## src/rtl/maze_vga_renderer.sv

```systemverilog
`default_nettype none
// ============================================================================
// Module      : maze_vga_renderer
// Description : VGA raster timing, per-tile maze wall lookup and RGB/sync drive
//               with a one-cycle end-of-frame strobe.
// Revision    : 1.0 - initial release
// ============================================================================
module maze_vga_renderer #(
    parameter int H_ACTIVE   = 640,
    parameter int H_FP       = 16,
    parameter int H_SYNC     = 96,
    parameter int H_BP       = 48,
    parameter int V_ACTIVE   = 480,
    parameter int V_FP       = 10,
    parameter int V_SYNC     = 2,
    parameter int V_BP       = 33,
    parameter int TILE_SHIFT = 5,
    parameter int MAP_W      = 20
) (
    input  logic       Clk,
    input  logic       Rst,
    input  logic [4:0] i_PlayerX,
    input  logic [3:0] i_PlayerY,
    input  logic [4:0] i_GoalX,
    input  logic [3:0] i_GoalY,
    output logic [8:0] o_MapAddr,
    input  logic       i_MapWall,
    output logic [7:0] o_Red,
    output logic [7:0] o_Green,
    output logic [7:0] o_Blue,
    output logic       o_hSync,
    output logic       o_vSync,
    output logic       o_fDrawDone
);

    localparam int c_H_TOTAL  = H_ACTIVE + H_FP + H_SYNC + H_BP;
    localparam int c_V_TOTAL  = V_ACTIVE + V_FP + V_SYNC + V_BP;
    localparam int c_HS_START = H_ACTIVE + H_FP;
    localparam int c_HS_END   = c_HS_START + H_SYNC - 1;
    localparam int c_VS_START = V_ACTIVE + V_FP;
    localparam int c_VS_END   = c_VS_START + V_SYNC - 1;

    logic [9:0] r_h_cnt;
    logic [9:0] r_v_cnt;
    logic [4:0] r_player_x;
    logic [3:0] r_player_y;
    logic [4:0] r_goal_x;
    logic [3:0] r_goal_y;

    logic       w_h_wrap;
    logic       w_v_wrap;
    logic       w_active;
    logic       w_last;
    logic [4:0] w_col;
    logic [4:0] w_row;
    logic [8:0] w_addr;
    logic       w_player_hit;
    logic       w_goal_hit;
    logic       w_hsync;
    logic       w_vsync;

    // Stage 1 / stage 2 carry registers; stage 2 lines up with i_MapWall.
    logic r_s1_active, r_s1_player, r_s1_goal, r_s1_hs, r_s1_vs, r_s1_done;
    logic r_s2_active, r_s2_player, r_s2_goal, r_s2_hs, r_s2_vs, r_s2_done;
    logic [23:0] w_rgb;

    assign w_h_wrap = (r_h_cnt == 10'(c_H_TOTAL - 1));
    assign w_v_wrap = (r_v_cnt == 10'(c_V_TOTAL - 1));
    assign w_active = (r_h_cnt < 10'(H_ACTIVE)) && (r_v_cnt < 10'(V_ACTIVE));
    assign w_last   = (r_h_cnt == 10'(H_ACTIVE - 1)) && (r_v_cnt == 10'(V_ACTIVE - 1));
    assign w_col    = 5'(r_h_cnt >> TILE_SHIFT);
    assign w_row    = 5'(r_v_cnt >> TILE_SHIFT);
    assign w_addr   = 9'(w_row) * 9'(MAP_W) + 9'(w_col);

    // Compared against the latched copies before the latch edge takes effect,
    // so the final pixel of a frame still uses the old positions.
    assign w_player_hit = (w_col == r_player_x) && (w_row == {1'b0, r_player_y});
    assign w_goal_hit   = (w_col == r_goal_x) && (w_row == {1'b0, r_goal_y});
    assign w_hsync = !((r_h_cnt >= 10'(c_HS_START)) && (r_h_cnt <= 10'(c_HS_END)));
    assign w_vsync = !((r_v_cnt >= 10'(c_VS_START)) && (r_v_cnt <= 10'(c_VS_END)));

    always_ff @(posedge Clk or negedge Rst) begin
        if (!Rst) begin
            r_h_cnt    <= '0;
            r_v_cnt    <= '0;
            r_player_x <= '0;
            r_player_y <= '0;
            r_goal_x   <= '0;
            r_goal_y   <= '0;
        end else begin
            if (w_h_wrap) begin
                r_h_cnt <= '0;
                r_v_cnt <= w_v_wrap ? 10'd0 : r_v_cnt + 10'd1;
            end else begin
                r_h_cnt <= r_h_cnt + 10'd1;
            end
            if (w_last) begin
                r_player_x <= i_PlayerX;
                r_player_y <= i_PlayerY;
                r_goal_x   <= i_GoalX;
                r_goal_y   <= i_GoalY;
            end
        end
    end

    always_ff @(posedge Clk or negedge Rst) begin
        if (!Rst) begin
            o_MapAddr   <= '0;
            r_s1_active <= 1'b0;
            r_s1_player <= 1'b0;
            r_s1_goal   <= 1'b0;
            r_s1_hs     <= 1'b1;
            r_s1_vs     <= 1'b1;
            r_s1_done   <= 1'b0;
            r_s2_active <= 1'b0;
            r_s2_player <= 1'b0;
            r_s2_goal   <= 1'b0;
            r_s2_hs     <= 1'b1;
            r_s2_vs     <= 1'b1;
            r_s2_done   <= 1'b0;
        end else begin
            o_MapAddr   <= w_active ? w_addr : 9'd0;
            r_s1_active <= w_active;
            r_s1_player <= w_player_hit;
            r_s1_goal   <= w_goal_hit;
            r_s1_hs     <= w_hsync;
            r_s1_vs     <= w_vsync;
            r_s1_done   <= w_last;
            r_s2_active <= r_s1_active;
            r_s2_player <= r_s1_player;
            r_s2_goal   <= r_s1_goal;
            r_s2_hs     <= r_s1_hs;
            r_s2_vs     <= r_s1_vs;
            r_s2_done   <= r_s1_done;
        end
    end

    always_comb begin
        w_rgb = 24'h000000;
        if (r_s2_active) begin
            if (r_s2_player)    w_rgb = 24'hFF0000;
            else if (r_s2_goal) w_rgb = 24'h00FF00;
            else if (i_MapWall) w_rgb = 24'hFFFFFF;
        end
    end

    always_ff @(posedge Clk or negedge Rst) begin
        if (!Rst) begin
            o_Red       <= '0;
            o_Green     <= '0;
            o_Blue      <= '0;
            o_hSync     <= 1'b1;
            o_vSync     <= 1'b1;
            o_fDrawDone <= 1'b0;
        end else begin
            o_Red       <= w_rgb[23:16];
            o_Green     <= w_rgb[15:8];
            o_Blue      <= w_rgb[7:0];
            o_hSync     <= r_s2_hs;
            o_vSync     <= r_s2_vs;
            o_fDrawDone <= r_s2_done;
        end
    end

endmodule
`default_nettype wire

```

## config.mk

```make
export PLATFORM = sky130hd
export DESIGN_NAME = maze_vga_renderer
export DESIGN_NICKNAME = d
export VERILOG_FILES = /design/src/rtl/maze_vga_renderer.sv
export SDC_FILE = /design/constraint.sdc
export NUM_CORES = 1
export LEC_CHECK = 0
export CAP_MARGIN = 15
export CORE_ASPECT_RATIO = 1.75
export CORE_MARGIN = 2
export CORE_UTILIZATION = 57
export CTS_CLUSTER_SIZE = 25
export DETAILED_ROUTE_END_ITERATION = 16
export DONT_BUFFER_PORTS = 1
export PLACE_DENSITY = 0.79
export SYNTH_ARGS = -nofsm -noshare
export SYNTH_HDL_FRONTEND = slang
export SYNTH_SLANG_ARGS = --single-unit
```

## constraint.sdc

```tcl
create_clock -name Clk -period 2 [get_ports Clk]
set_input_delay 0.1 -clock Clk [delete_from_list [all_inputs] [get_ports Clk]]
set_output_delay 0.1 -clock Clk [all_outputs]
set_load 0.05 [all_outputs]
```

* Yosys cells after proc, flatten, opt, wreduce, memory -nomap -nowiden
Cells that the tools add are included.
** Word-level totals
- Word-level logic and storage cells :: 58
- Register bits after elaboration :: 86
- Output and inout bits :: 36
** Cells by class
- Equality and inequality tests :: 8
- Magnitude comparators :: 6
- Multipliers :: 1
- Add/subtract/negate cells :: 3
- Reductions and logical operators :: 8
- Mux-type cells :: 7
** Operator list (count)
- 2-to-1 mux 24 bit :: 4
- == test 10 bit, second input constant :: 3
- adder 10 x 1 -> 10 bit, second input constant :: 2
- 2-to-1 mux 10 bit :: 2
- == test 10 x 9 -> 1 bit, second input constant :: 1
- == test 5 x 4 -> 1 bit :: 2
- == test 5 bit :: 2
- greater-or-equal comparator 10 bit, second input constant :: 1
- greater-or-equal comparator 10 x 9 -> 1 bit, second input constant :: 1
- less-or-equal comparator 10 bit, second input constant :: 1
- less-or-equal comparator 10 x 9 -> 1 bit, second input constant :: 1
- < comparator 10 bit, second input constant :: 1
- < comparator 10 x 9 -> 1 bit, second input constant :: 1
- adder 9 x 5 -> 9 bit :: 1
- 2-to-1 mux 9 bit :: 1
- multiplier 5 x 3 -> 7 bit, second input constant :: 1
- logical AND 1 bit :: 6
- logical NOT 1 bit :: 2

* Depth between registers and ports, before layout
Gate-level depths: netlist of the first run.
- Depth after elaboration :: 4
- Mapped depth :: 8
- Depth with buffers taken out :: 8

* Worst setup path before layout of the first run
No wires, ideal clock.
- Path type :: flip-flop to flip-flop
- Start point :: reg r_v_cnt[6]
- End point :: reg o_MapAddr[7]
- Stages on the path, launching flop included :: 9
- Path slack :: -44 ps
- Setup time :: 125 ps
- Clock period less this slack :: 2044 ps
- Arrival :: 1920 ps
- Path through :: dfrtp_1 ha_1 ha_1 inv_1 fa_1 nand3b_1 o21ai_0 xnor2_1 nor2_1
** On the way
- Cells in the longest elaborated chain, start to end :: 3
- Elaborated cells on any way between the ends :: 5
- Those cells by class :: 1 x add/sub; 1 x mul; 1 x order compare; 1 x mux; 1 x reduce/logical
** Ends and longest elaborated chain
- start: declaration :: RTL line 44 : logic [9:0] r_v_cnt;
- start signal: assignment :: RTL line 93 : r_v_cnt <= w_v_wrap ? 10'd0 : r_v_cnt + 10'd1;
- multiplier 5 x 3 -> 7 bit / < comparator 10 x 9 -> 1 bit (equally long branches) :: RTL line 73, 69
- adder 9 x 5 -> 9 bit / logical AND 1 bit (equally long branches) :: RTL line 73, 69
- 2-to-1 mux 9 bit * :: RTL line 122 : o_MapAddr <= w_active ? w_addr : 9'd0;
- end signal: assignment :: RTL line 122
- end: declaration :: RTL line 26 : output logic [8:0] o_MapAddr,
Every way passes the cells marked *; elsewhere a longest branch is shown, timed or not.
A chain may end at the register's enable or synchronous reset.

* Worst setup path in the final report of the first run
Same ends and word-level chain as after synthesis.

==> results of run 1 <==
-- cells by family after synthesis --
kind of cell	after synthesis	synth area share
simple gates	80	0.151
flops	65	0.498
buf+inv	47	0.0885
xor+xnor	34	0.0908
compound gates	20	0.0366
mux	18	0.0733
fa+ha+maj	15	0.0618
-- timing repair --
item | in CTS | in global routing
setup endpoints to repair | 2 | 2
pin swaps | 5 | 3
gates resized for setup | 2 | 4
endpoints found under the hold margin | 84 | 0
hold buffers | 21 | 0
-- cell usage in the layout, fill, tap and decap left out, drive strengths merged, types with 3 or more instances in the layout --
cell	instances
and3	4
nand2	10
clkbuf	11
dfrtp	59
o21ai	7
buf	23
bufinv	3
inv	11
a21oi	5
mux2	18
dlygate4sd3	20
nand3	10
and2	5
dfstp	6
xnor2	26
ha	13
nor3	3
nor2	12
nor4	4
nand4	12
xor2	8
-- final timing paths --
path | startpoint | to | cells past startpoint
setup / recovery | r_v_cnt[6] | o_MapAddr[7] | 8
hold / removal | i_MapWall | o_Red[6] | 2
max in group asynchronous | Rst | o_hSync | 2
min in group asynchronous | Rst | r_h_cnt[1] | 2
hold reg to reg | r_s1_goal | r_s2_goal | 0
setup reg to reg | r_v_cnt[6] | o_MapAddr[7] | 8
-- synth_stat cells, types with 3 or more instances --
master and count:
xnor2_1 26, clkbuf_1 4, and2_1 5, inv_1 11
ha_1 13, o21ai_0 7, nand2_1 10, nor4_1 3
nand3_1 9, nor2_1 12, buf_2 3, nor3_1 3
mux2_4 10, a21oi_1 5, mux2_2 8, and3_1 4
xor2_1 8, dfrtp_1 59, nand4_1 11, dfstp_2 6
buf_4 26
-- report_power, final --
group          total, mW  switching (mW)  internal, mW
registers           1.33          0.0149          1.32
clock network       1.35           0.491         0.860
logic              0.165           0.118        0.0465
total               2.85           0.624          2.23
-- routing by layer --
metal | vias up | global-route usage | wire [µm]
met5 | - | 0 | 0
met4 | 0 | 0.105 | 193
met3 | 15 | 0.0784 | 302
met2 | 71 | 0.375 | 3440
met1 | 1016 | 0.239 | 2330
li1 | 963 | - | -
-- per-stage QoR --
step	total power [mW]	utilization	hold WS (ns)	instance area (µm²)	std cells
2_1_floorplan	1.47	-	-0.196	3290	279
3_3_place_gp	1.46	0.605	-0.194	3350	341
3_5_place_dp	1.46	0.605	-0.194	3350	341
4_1_cts	2.88	0.691	0.0294	3830	378
5_1_grt	2.96	0.694	0.0477	3840	378
6_report	2.85	0.694	0.0329	3840	378
-- state kept, by name, indices dropped and copies added (netlist names), 4 cells and up --
name and flops:
o_MapAddr 9, r_goal_x 5, r_goal_y 4, r_h_cnt 10, r_player_x 5, r_player_y 4, r_v_cnt 10
-- layout make-up --
| class | instances | area, µm² |
|---|---|---|
| clock buffer | 11 | 141 |
| clock inverter | 5 | 103 |
| fill | 378 | 1700 |
| inverter | 11 | 41.3 |
| multi-input combinational | 167 | 1380 |
| sequential | 65 | 1650 |
| tap | 76 | 95.1 |
| timing repair buffer | 43 | 443 |
==> impl_metrics.json, run 1 <==
{
  "grt_pass1_vias": 2104,
  "path_class": "reg2reg",
  "synth_cell_types": 48,
  "finalWorstSetupSlack_ns": 0.0269,
  "grt_pass1_wl_mm": 10.1,
  "area_growth_pct": 17.2,
  "syn-num-nets": 315,
  "yosysTopAreaCellShare": 0.450,
  "design.core.area_um2": 5540,
  "clock_latency_ns": 0.35,
  "synthArstFlopShare": 1.00,
  "worst_pin_slew_ns": 0.451,
  "drt_wl_total_mm": 6.27,
  "finalWeightedCongestion": 0.820,
  "end_kind": "flip-flop",
  "worst-path-buf-inv": 1,
  "finClkSkew_ns": 0.0121,
  "cp_data_required_time_ns": 2.24,
  "crit_chain": "ha_1 > ha_2 > inv_2 > fa_1 > nand3b_1 > o21ai_2 > xnor2_1 > nor2_1",
  "antennaDiodeCount": 0,
  "yosys_warnings": 0,
  "rsz0062_at_grt": "yes",
  "syn_inst": 279,
  "rows": 36,
  "syn_area_per_cell_um2": 11.8,
  "grt.total_usage": 0.223,
  "antenna_found_initial": 0,
  "final_max_slew_viol_count": 0,
  "wire_per_inst_um": 16.6,
  "start_util": 0.592,
  "place_hpwl_mm": 4.11,
  "seq_area_frac_synth": 0.498,
  "vdd_drop_max_mv": 0.635,
  "die_w_um": 61.3,
  "ys_ff_latch": 65,
  "fin_crit_ns": 1.97,
  "clock.fmax_mhz": 507,
  "critPathArrivalTime_ns": 2.21,
  "tritoncts": "done",
  "setup.worst_path.start_class": "flip-flop",
  "num-nets-final": 333,
  "drt-vias-per-instance": 5.46,
  "maxCapViolations": 0,
  "rrSetupSlack_ns": 0.03,
  "synthTopCellsByArea": "dfrtp_1 45%, xnor2_1 6.9%, buf_4 6.0%, ha_1 5.0%, dfstp_2 4.8%",
  "worstHoldPathType": "in2reg",
  "critPathMaxStageDelay_ns": 0.49,
  "cts_root_buf": "clkbuf_8",
  "ys.flop_type": "dfrtp_1",
  "drc_errors": 0,
  "vias": 2065,
  "grt_max_degree": 66,
  "detail-route-antenna-nets": 0,
  "first_pass_iters": 4,
  "drive_gt1_frac": 0.252,
  "synth_area_leader_cell": "dfrtp_1",
  "clock_path_buffers": 2,
  "drt_iter0_drc": 106,
  "cts.sinks": 65,
  "final.period_utilization": 0.987,
  "synth-edff-count": 0,
  "dp_slack_ns": -0.0339,
  "status": "finished, final reports clean",
  "power_density_nw_per_um2": 741,
  "ctsHtreeMaxLevel": 3,
  "port_buffers": 0,
  "path_delay_family": "adder cells",
  "critPathMaxFanout": 4,
  "finalHoldViolations": 0,
  "leakage_nw": 1.79,
  "max_slew_margin": 0.700,
  "worst_path_max_delay_cell": "fa_1",
  "cts.clk_slew.worst_paths_ns": 0.07,
  "cts_buffers": 9,
  "die_h_um": 104,
  "grt-ovfl-total": 0,
  "ios": 57,
  "cts_setup_buffers": 0,
  "setup_viol": 0,
  "die_area_um2": 6400,
  "tns_ns": 0,
  "syn_area_um2": 3280
}
No activity file was read; power rests on OpenSTA's default activity.
==> run 2: changes to the inputs <==
CORE_MARGIN = 1.5   (was 2)
MAX_ROUTING_LAYER = met4   (was default)
==> run 2 against run 1 <==
Against the previous run:
- register-to-register slack is essentially flat
- combinational power is essentially flat
- global-route usage grew 1.1 points
- flip-flop and latch count is the same
- first-iteration DRC count shrank 37%
- power shrank 7.7%
- count of clock-buffer cells in the layout shrank 2
- worst setup slack gained 0.013 ns
- design area grew 1.8%
- non-clock buffer count grew 9
- die area shrank 2.6%
- largest cell class unchanged
- largest power group is now registers
==> impl_metrics.json, run 2 (synthesized netlist as in run 1, its figures left out) <==
{
  "antenna_found_initial": 0,
  "final_max_slew_viol_count": 0,
  "min_path_cells": 2,
  "worst_path_max_delay_cell": "dfrtp_1",
  "first_pass_iters": 4,
  "vdd_drop_max_mv": 0.472,
  "detail-route-antenna-nets": 0,
  "die_area_um2": 6240,
  "cts.sinks": 65,
  "ctsHtreeMaxLevel": 3,
  "end_kind": "flip-flop",
  "worstHoldPathType": "in2reg",
  "die_h_um": 103,
  "cp.depth": 6,
  "finalHoldViolations": 0,
  "setup_viol": 0,
  "hold_ws_ns": 0.0357,
  "worst_pin_slew_ns": 0.455,
  "fin_crit_ns": 1.96,
  "grt.total_usage": 0.234,
  "crit_chain": "buf_6 > or3b_4 > nor4_4 > buf_4 > buf_12 > mux2_2",
  "die_w_um": 60.3,
  "critPathMaxFanout": 9,
  "grt_pass1_wl_mm": 10.1,
  "critPathArrivalTime_ns": 2.19,
  "grt_max_degree": 66,
  "worst-path-buf-inv": 3,
  "cts_root_buf": "clkbuf_8",
  "setup.worst_path.start_class": "flip-flop",
  "num-nets-final": 342,
  "place_hpwl_mm": 3.99,
  "design.core.area_um2": 5540,
  "p_total_mw": 2.63,
  "antennaDiodeCount": 0,
  "finalWeightedCongestion": 0.864,
  "final_cell_area_um2": 3910,
  "place_area_um2": 3340,
  "final_common_cell": "dfrtp_1",
  "maxCapViolations": 0,
  "rsz0062_at_grt": "yes",
  "max_slew_margin": 0.698,
  "rrSetupSlack_ns": 0.04,
  "final.period_utilization": 0.980,
  "clock.fmax_mhz": 510,
  "dp.cells": 340,
  "wire_per_inst_um": 15.9,
  "cp_data_required_time_ns": 2.23,
  "tritoncts": "done",
  "finClkSkew_ns": 0.0116,
  "drt_iter0_drc": 67,
  "leakage_nw": 1.82,
  "drt-vias-per-instance": 5.36,
  "clock_latency_ns": 0.35,
  "largest_registers": "r_h_cnt: 10 flops, r_v_cnt: 10 flops, o_MapAddr: 9 flops",
  "clock_path_buffers": 2,
  "rows": 36,
  "critPathMaxStageDelay_ns": 0.40,
  "grt_pass1_vias": 2097,
  "status": "finished, final reports clean",
  "grt-ovfl-total": 0,
  "mostFrequentLayoutCells": "56 x dfrtp_1, 25 x xnor2_1, 24 x buf_4, 20 x dlygate4sd3_1, 12 x nor2_1",
  "area_growth_pct": 19.3,
  "drt_wl_total_mm": 6.14,
  "start_util": 0.592,
  "cts_buffers": 9,
  "path_delay_family": "simple AND/OR/NAND/NOR gates",
  "power_density_nw_per_um2": 672,
  "port_buffers": 0,
  "drc_errors": 0,
  "stdcell_count": 387,
  "drive_gt1_frac": 0.277,
  "rr_worst_depth": 6,
  "path_class": "reg2reg",
  "ios": 57,
  "cts.clk_slew.worst_paths_ns": 0.08,
  "tns_ns": 0,
  "vias": 2075
}
## run 2: what timing repair did
item                                    in CTS  in global routing
hold buffers                                21                  0
resized for setup                            3                  6
endpoints found under the setup margin       1                 13
endpoints found under the hold margin       84                  0
gates cloned                                 0                  1
buffers inserted                             2                  8
pin swaps                                    5                  7
## run 2: cell type report
cell class,count,area (µm²)
Clock inverter,7,77.6
Tap cell,76,95.1
Clock buffer,9,124
Multi-Input combinational cell,167,1390
Sequential cell,65,1650
Timing Repair Buffer,52,536
Inverter,11,41.3
Fill cell,375,1630
## run 2: per-stage QoR
step	worst slack, ns	util
2_1_floorplan	-0.0170	-
3_3_place_gp	0.0232	0.604
3_5_place_dp	-0.0581	0.604
4_1_cts	-0.0321	0.686
5_1_grt	-0.0566	0.706
6_report	0.0396	0.706
## run 2: per-layer routing
| metal | vias to the layer above | track usage | share of wire |
|---|---|---|---|
| met5 | - | - | 0 |
| met1 | 1010 | 0.258 | 0.39 |
| met4 | 0 | 0.142 | 0.049 |
| met3 | 21 | 0.0460 | 0.037 |
| li1 | 985 | - | - |
| met2 | 59 | 0.381 | 0.53 |
## run 2: worst paths after layout
path | to | startpoint
min in group asynchronous | r_h_cnt[7] | Rst
hold reg to reg | r_s2_vs | r_s1_vs
setup reg to reg | r_player_y[3] | r_v_cnt[8]
max in group asynchronous | r_s2_hs | Rst
hold / removal | o_Red[6] | i_MapWall
setup / recovery | r_player_y[3] | r_v_cnt[8]
## run 2: power by group
| part | leakage, nW | switching (mW) | internal, mW |
|---|---|---|---|
| sequential | 0.848 | 0.0148 | 1.32 |
| combinational | 0.872 | 0.118 | 0.0464 |
| clock | 0.101 | 0.545 | 0.588 |
| total | 1.82 | 0.678 | 1.95 |
## run 2: worst reg2reg max path: stages (launching register included)
cell	delay [ns]
dfrtp_1	0.40
buf_6	0.13
or3b_4	0.40
nor4_4	0.25
buf_4	0.18
buf_12	0.13
mux2_2	0.35
==> run 3: changes to the inputs <==
ABC_AREA = 1   (was default)
==> run 3 against run 2 <==
Against the previous run:
- clock skew down 0.0044 ns
- count of clock-buffer cells in the layout up 1
- sequential power is essentially flat
- die area rose by 2.2%
- via count up 24%
- hold slack better by 0.26 ns
- fmax is 3.0% higher
- critical path type unchanged
==> impl_metrics.json, run 3 <==
{
  "power_frac_seq": 0.527,
  "p_comb_frac": 0.070,
  "final.period_utilization": 0.951,
  "dp_slack_ns": -0.000115,
  "p_switching_mw": 0.662,
  "finalWeightedCongestion": 0.978,
  "switching_share": 0.264,
  "worstHoldPathType": "in2async",
  "p_total_mw": 2.51,
  "p_int_mw": 1.85,
  "place_hpwl_mm": 4.69,
  "fin_util": 0.683,
  "ys_ff_latch": 65,
  "port_buffers": 0,
  "seq_area_um2": 1650,
  "mostFrequentLayoutCells": "105 x nand2_1, 56 x dfrtp_1, 43 x nor2_1, 41 x inv_1",
  "finalWorstSetupSlack_ns": 0.0975,
  "stdcell_count": 494,
  "wire_per_inst_um": 13.9,
  "design.core.area_um2": 5630,
  "synth-edff-count": 0,
  "seq_area_frac_synth": 0.487,
  "grt.total_usage": 0.255,
  "clock.fmax_mhz": 526,
  "clock_power_share": 0.403,
  "syn_area_um2": 3350,
  "setup.worst_path.start_class": "flip-flop",
  "grt_pass1_vias": 2671,
  "yosys_warnings": 0,
  "grt_max_degree": 66,
  "antennaDiodeCount": 0,
  "place_area_um2": 3380,
  "num-nets-final": 449,
  "drc_errors": 0,
  "cts.sinks": 65,
  "drt_wl_total_mm": 6.86,
  "grt_pass1_wl_mm": 11.8,
  "syn-num-nets": 432,
  "final_cell_area_um2": 3840,
  "critPathArrivalTime_ns": 2.19,
  "vias": 2575,
  "status": "finished, final reports clean",
  "cp_data_required_time_ns": 2.28,
  "power_density_nw_per_um2": 652,
  "ys.flop_type": "dfrtp_1",
  "fill_cells": 436,
  "path_class": "reg2reg",
  "rr_worst_depth": 9,
  "drive_gt1_frac": 0.141,
  "rsz0062_at_grt": "yes",
  "rr_startpoint": "r_v_cnt[7]",
  "rrSetupSlack_ns": 0.1,
  "largest_registers": "r_h_cnt: 10 flops, r_v_cnt: 10 flops, o_MapAddr: 9 flops",
  "synthTopCellsByArea": "dfrtp_1 44%, nand2_1 12%, nor2_1 4.9%, ha_1 4.9%, dfstp_2 4.7%",
  "critPathMaxFanout": 3,
  "cts.clk_slew.worst_paths_ns": 0.08,
  "setup_viol": 0,
  "synthTopCellsByCount": "105 x nand2_1, 59 x dfrtp_1, 44 x nor2_1, 42 x inv_1, 21 x buf_4",
  "detail-route-antenna-nets": 0,
  "first_pass_iters": 5,
  "grt-ovfl-total": 0,
  "hold_ws_ns": 0.293,
  "leakage_nw": 1.83,
  "yosysMostFrequentCell": "nand2_1",
  "cts_root_buf": "clkbuf_8",
  "die_area_um2": 6370,
  "final_common_cell": "nand2_1",
  "end_kind": "flip-flop",
  "cts_buffers": 9,
  "rows": 36,
  "synthArstFlopShare": 1.00,
  "drt-vias-per-instance": 5.21,
  "syn_area_per_cell_um2": 8.47,
  "die_h_um": 104,
  "finalHoldViolations": 0,
  "syn_inst": 396,
  "multi_input_area_um2": 1380,
  "drt_iter0_drc": 142,
  "clock_latency_ns": 0.35,
  "antenna_found_initial": 0,
  "synth_cell_types": 31,
  "die_w_um": 61.0,
  "start_util": 0.596,
  "maxCapViolations": 0,
  "worstReg2RegEnd": "o_MapAddr[7]",
  "area_growth_pct": 14.7,
  "vdd_drop_max_mv": 0.456,
  "final_max_slew_viol_count": 0,
  "worst_pin_slew_ns": 0.454,
  "ctsHtreeMaxLevel": 3,
  "fin_crit_ns": 1.90,
  "ios": 57,
  "tritoncts": "done",
  "finClkSkew_ns": 0.00725,
  "synth_area_leader_cell": "dfrtp_1",
  "yosysTopAreaCellShare": 0.440,
  "dp.cells": 455,
  "clock_path_buffers": 2,
  "tns_ns": 0,
  "max_slew_margin": 0.698
}
run 3: worst max-delay path, cell delays in order, from the launching register on:
cell	delay, ns
dfrtp_1	0.41
ha_1	0.25
ha_4	0.19
inv_2	0.05
fa_2	0.45
nor2_2	0.12
nand4_1	0.10
nand3_1	0.11
nand2_1	0.06
nor2_1	0.09
run 3: cells by family after synthesis:
group | Yosys count | synth area share
AND/OR/NAND/NOR | 193 | 0.248
buffers and inverters | 74 | 0.114
AO/OA/AOI/OAI | 38 | 0.0616
XOR/XNOR | 11 | 0.0287
adder cells (fa/ha/maj) | 15 | 0.0604
flip-flops | 65 | 0.487
run 3: area by class of cell:
class / count / area share
inverters: 44 / 0.0443
flip-flops and latches: 65 / 0.428
well taps: 76 / 0.0247
clock buffers: 10 / 0.0358
clock inverters: 6 / 0.0114
multi-input cells: 257 / 0.358
repair buffers: 36 / 0.0983
run 3: per-layer routing:
metal,wire [µm],global-route usage
met1,2580,0.267
met3,290,0.0585
met5,0,-
met2,3780,0.433
met4,208,0.118
run 3: repair_timing:
item	in CTS	in global routing
gates resized for setup	3	4
endpoints found under the setup margin	2	3
pin swaps	0	8
hold buffers	21	0
hold endpoints to repair	86	0
buffers inserted	0	2
run 3: power by group through the flow:
stage | Sequential (mW) | Combinational [mW] | Clock (mW)
final | 1.32 | 0.175 | 1.01
after global routing | 1.32 | 0.187 | 1.09
after CTS | 1.32 | 0.177 | 1.03
after detailed placement | 1.35 | 0.113 | 0
after global placement | 1.35 | 0.113 | 0
after floorplan | 1.36 | 0.114 | 0
run 3: worst max path at each step:
stage                     from            to  slack (ns)  cells after the start
finish              r_v_cnt[7]  o_MapAddr[7]         0.1                      9
detailed placement  r_v_cnt[6]  o_MapAddr[7]     -0.0001                      8
global route        r_v_cnt[7]  o_MapAddr[7]       -0.04                      9
CTS                 r_v_cnt[6]  o_MapAddr[8]        0.01                     10
floorplan           r_v_cnt[6]  o_MapAddr[7]        0.09                      8
global placement    r_v_cnt[6]  o_MapAddr[7]        0.08                      8
